### src/rtl/systolic_pkg.sv
// rtl/systolic_pkg.sv - shared types for the systolic result drain
package systolic_pkg;

  typedef enum logic [1:0] {
    DRAIN_IDLE,
    DRAIN_RUN,
    DRAIN_DONE
  } drain_state_t;

endpackage

### src/rtl/systolic_rc_counter.sv
// rtl/systolic_rc_counter.sv - row-major row/column walker for a size x size matrix
module systolic_rc_counter
  import systolic_pkg::*;
#(
  parameter int size = 4,
  parameter int sw   = $clog2(size)
) (
  input  logic          clk,
  input  logic          rst,
  input  logic          en,
  input  logic          clr,
  output logic [sw-1:0] r,
  output logic [sw-1:0] c,
  output logic          wrap,
  output logic          last
);

  assign wrap = (c == sw'(size - 1));
  assign last = wrap && (r == sw'(size - 1));

  // Step column each enable, carry into row on wrap; park on the final element.
  always_ff @(posedge clk) begin
    if (rst || clr) begin
      r <= '0;
      c <= '0;
    end else if (en && !last) begin
      if (wrap) begin
        c <= '0;
        r <= r + sw'(1);
      end else begin
        c <= c + sw'(1);
      end
    end
  end

endmodule

### src/rtl/systolic_out_drain.sv
// rtl/systolic_out_drain.sv - drains the systolic result matrix onto a val/rdy stream
module systolic_out_drain
  import systolic_pkg::*;
#(
  parameter int size  = 4,
  parameter int nbits = 16,
  parameter int sw    = $clog2(size)
) (
  input  logic             clk,
  input  logic             rst,
  input  logic             out_rdy,
  input  logic [nbits-1:0] b_s_out,
  output logic [sw-1:0]    out_rsel,
  output logic [sw-1:0]    out_csel,
  output logic [nbits-1:0] send_msg,
  output logic [sw-1:0]    send_row,
  output logic [sw-1:0]    send_col,
  output logic             send_last,
  output logic             send_val,
  input  logic             send_rdy,
  output logic             drain_busy,
  output logic             drain_done
);

  drain_state_t  state, state_nxt;
  logic          issued;
  logic          cap;
  logic          xfer;
  logic          cnt_clr;
  logic [sw-1:0] r, c;
  logic          wrap, last;

  assign xfer     = send_val && send_rdy;
  assign out_rsel = r;
  assign out_csel = c;

  systolic_rc_counter #(.size(size), .sw(sw)) u_rc (
    .clk  (clk),
    .rst  (rst),
    .en   (cap),
    .clr  (cnt_clr),
    .r    (r),
    .c    (c),
    .wrap (wrap),
    .last (last)
  );

  // State register.
  always_ff @(posedge clk) begin
    if (rst) state <= DRAIN_IDLE;
    else     state <= state_nxt;
  end

  // Next state, capture strobe and status; DONE holds until out_rdy drops so a matrix drains once.
  always_comb begin
    state_nxt  = state;
    cap        = 1'b0;
    cnt_clr    = 1'b0;
    drain_busy = 1'b0;
    drain_done = 1'b0;
    case (state)
      DRAIN_IDLE: begin
        cnt_clr = 1'b1;
        if (out_rdy) state_nxt = DRAIN_RUN;
      end
      DRAIN_RUN: begin
        drain_busy = 1'b1;
        cap        = !issued && (!send_val || send_rdy);
        if (xfer && send_last) begin
          drain_done = 1'b1;
          state_nxt  = DRAIN_DONE;
        end
      end
      DRAIN_DONE: begin
        drain_busy = 1'b1;
        if (!out_rdy) state_nxt = DRAIN_IDLE;
      end
      default: state_nxt = DRAIN_IDLE;
    endcase
  end

  // Marks that the final element has been captured so the parked counter is not re-read.
  always_ff @(posedge clk) begin
    if (rst || state == DRAIN_IDLE) issued <= 1'b0;
    else if (cap && last)           issued <= 1'b1;
  end

  // Output stage: reload on capture (also covers transfer+capture), otherwise empty on transfer.
  always_ff @(posedge clk) begin
    if (rst) begin
      send_val  <= 1'b0;
      send_msg  <= '0;
      send_row  <= '0;
      send_col  <= '0;
      send_last <= 1'b0;
    end else if (cap) begin
      send_val  <= 1'b1;
      send_msg  <= b_s_out;
      send_row  <= r;
      send_col  <= c;
      send_last <= wrap && (r == sw'(size - 1));
    end else if (xfer) begin
      send_val  <= 1'b0;
    end
  end

endmodule
### config.mk
export PLATFORM = sky130hd
export DESIGN_NAME = systolic_out_drain
export DESIGN_NICKNAME = d
export VERILOG_FILES = /design/src/rtl/systolic_pkg.sv /design/src/rtl/systolic_rc_counter.sv /design/src/rtl/systolic_out_drain.sv
export SDC_FILE = /design/constraint.sdc
export NUM_CORES = 1
export LEC_CHECK = 0
export ABC_AREA = 1
export CELL_PAD_IN_SITES_DETAIL_PLACEMENT = 1
export CELL_PAD_IN_SITES_GLOBAL_PLACEMENT = 1
export CORE_ASPECT_RATIO = 0.9
export CORE_MARGIN = 10
export CORE_UTILIZATION = 26
export CTS_CLUSTER_DIAMETER = 50
export DETAILED_ROUTE_END_ITERATION = 6
export HOLD_SLACK_MARGIN = 0.1
export PLACE_DENSITY_LB_ADDON = 0.1
export SLEW_MARGIN = 20
export SYNTH_ARGS = -nofsm -noshare
export SYNTH_HDL_FRONTEND = slang
export SYNTH_SLANG_ARGS = --single-unit
### constraint.sdc
create_clock -name clk -period 1.1 [get_ports clk]
set_input_delay 0.22 -clock clk [delete_from_list [all_inputs] [get_ports clk]]
set_output_delay 0.22 -clock clk [all_outputs]
set_load 0.01 [all_outputs]
==> results.md <==
* Post-layout net count at approximately 260
* Per-cell routed wire length at around 14 µm
* Worst Hold End: send_msg[11]
* Final WS setup at -248.3 ps
* R2r setup slk at -250 ps
* Layout area overhead at 83.72%
* WL met2 at approximately 2300 µm
* Top post-synthesis cells by area: dfxtp_1, nor2_1, o21ai_0, ha_1, nand2_1
* Width of the die at 91.35 µm
* Period utilisation layout at 1.226
* Vias at 1319
* Crit Reg-Reg Startpoint: state[1]
* DRT Pass-1 Iters at 2
* GP Congestion at 0.7349
* Worst Setup End Kind: register
* Critical Path Fanout Max at 9
* Worst slew pin tran at ~270 ps
* Starting DRT DRC Count at 23
* CTS tree: yes
* Hold Fails Final Rpt at 0
* Port Buffers at 47
* Maximum operating frequency at ~740 MHz
* Worst-skew pair later-pin latency at approximately 280 ps
* Antenna cell count at 0
* Hold path depth at 2
* Vias in the first global route at 1416
* Clock sink count at 29
* Layout cells sized above 1 at 0.5401
* Synth Register Bits at 29
* Vias per cell at 4.411
* Setup Viol. Count Final at 30
* Drt total wl at around 4200 µm
* Max Buffers Root-to-Sink at 2
* Leak at 0.9421 nW
* Setup tns final at -5274 ps
* Syn Inst Count at ~150
* First-pass GRT wire length at slightly below 7000 µm
* Largest net degree at the start of global routing at 10
* Design Area, Final at 2188 µm²
* Share of the synthesized area in the top cell type at 0.4874
* Post-DP Area at a little under 2000 µm²
* Wire length on met1 at between 1500 and 2000 µm
* Critical path type: register to register
* Worst hold-check path type: register to register
* Post-route DRC at 0
* Tmin final at 1348 ps
* Die Footprint at a little under 8000 µm²
* Max-Slew Margin vs Limit at 0.8200
* Final ANT Viol Nets at 0
* RSZ-0062 raised after global routing: true
* Reg2reg end: u_rc.c[0]
* CTS Buf Count at 5
* Netlist Area Pre-Place at between 1000 and 1500 µm²
* Failing checks: negative setup slack
* DR top layer: met4
* Met3 Routed Length at 133 µm
* Ys Warns at 0
* Die H at about 84 µm
* Top Ports at 48
* P per Cell Area at ~1300 nW/µm²
* Post-DP HPWL at around 3200 µm
* Sequential element share of the synthesized area at 0.4874
* Largest area contributor in the netlist: dfxtp_1
* Total gr overflow at 0
* Core Rows at 23
* Core Footprint at roughly 4400 µm²
* Startpoint Class: register
* Worst Skew at around 5.8 ps
* Root Driver: clkbuf_8
* Initial antenna violation count at 0
* WP data required at 1310 ps
* Starting Density at 0.2688
* CTS Hold Buffers Added at 0
* Min-delay src: send_msg[11]
* Pins Over Slew Limit at 0
* R2R depth at 10
* Worst VDD drop at between 0.6 and 0.7 mV
* # Max-Cap Violations at 0
* Synth Net Count at between 150 and 200
* Filler instances at between 500 and 600
* Count of cell types in the netlist at 18
* Avg Cell Area, Syn at approximately 8 µm²
* CTS H-tree lvls at 2
* Total track usage at 0.1103
* Clk pin slew, worst setup/hold paths at around 60 ps
* Status: finished with violations
* Data arrival, critical path at between 1500 and 2000 ps
[repair_timing]
action,in CTS,in global routing
resized for setup,118,54
setup endpoints to repair,56,53
endpoints found under the hold margin,0,0
buffers inserted,7,3
gates cloned,1,0
pin swaps,10,9
[per-stage QoR]
step	cells	power (mW)	hold slack [ps]	setup slack (ps)	utilization
floorplan	152	1.552	281.7	-68.43	-
global placement	283	1.934	463.7	-606.2	0.4376
detailed placement	283	1.967	480.0	-626.2	0.4376
CTS	297	2.857	494.6	-242.0	0.4924
global route	299	3.055	518.2	-332.4	0.4938
finish	299	2.868	487.3	-248.3	0.4938
[cell usage after synthesis (all sizes together)]
| library cell | count |
|---|---|
| clkbuf | 2 |
| nand2 | 17 |
| buf | 3 |
| dfxtp | 29 |
| nor2 | 48 |
| nand4 | 2 |
| ha | 5 |
| nand3 | 5 |
| o21ai | 20 |
| inv | 12 |
| a21oi | 8 |
| nor3 | 1 |
[worst max path at each step]
stage | start | to | cells after the start
after floorplan | state[1] | u_rc.c[0] | 9
after global placement | send_rdy | drain_done | 4
after detailed placement | send_rdy | drain_done | 4
after CTS | state[1] | u_rc.c[0] | 10
after global routing | state[1] | u_rc.c[0] | 10
final | state[1] | u_rc.c[0] | 10
[sequential cells by signal, summed over array words and instances, names as in the netlist]
register and cells:
issued 1, send_col 2, send_last 1, send_msg 16, send_row 2, send_val 1
state 2, u_rc.c 2, u_rc.r 2
[critical path: stages, from the launching register on]
cell,delay [ps]
dfxtp_2,320
inv_2,70
ha_4,140
inv_2,40
buf_6,110
nor2_4,100
nand2_4,80
buf_12,140
nor2_4,100
nand2_2,70
a21oi_2,110
[layout make-up]
cell class	count	area (µm²)	area share
multi-input cells	106	694.4	0.3173
repair buffers	82	693.2	0.3168
flip-flops and latches	29	595.6	0.2722
well taps	62	77.57	0.03545
clock buffers	6	72.57	0.03316
inverters	12	45.04	0.02058
clock inverters	2	10.01	0.004574
[report_power, final]
| part | internal [mW] | switching [mW] | total [mW] |
|---|---|---|---|
| Combinational | 0.425 | 0.403 | 0.828 |
| Sequential | 1.15 | 0.0641 | 1.22 |
| Clock | 0.437 | 0.388 | 0.825 |
| Total | 2.01 | 0.855 | 2.87 |
[cell usage in the layout (no fill, tap or decap)]
master,n
ha_4,2
clkdlybuf4s15_2,2
nor2_4,6
inv_1,7
buf_2,9
dfxtp_2,9
nand2_2,7
o21ai_2,10
inv_2,5
nand3_2,3
nand2_1,8
ha_1,3
dfxtp_4,1
clkinv_2,2
nand3_1,2
clkbuf_8,5
o21ai_0,5
clkbuf_2,14
dlygate4sd2_1,1
a21oi_1,5
nand4_1,2
buf_6,11
nor2_2,9
clkbuf_1,1
clkdlybuf4s15_1,1
o21ai_1,4
buf_12,3
nor3_2,1
dfxtp_1,19
buf_4,23
nand2_4,2
nor2_1,33
a21oi_2,3
clkdlybuf4s50_1,18
o21ai_4,1
[per-layer routing]
layer,up-vias,global-route usage
met5,-,0
met2,28,0.1925
met3,9,0.03648
met1,627,0.1208
met4,0,0.04410
li1,655,-
[cells by family after synthesis]
group,share of synthesized area
compound gates,0.1208
fa+ha+maj,0.05252
simple gates,0.2658
flops,0.4874
buf+inv,0.07353
(Power assumes the default switching activity.)
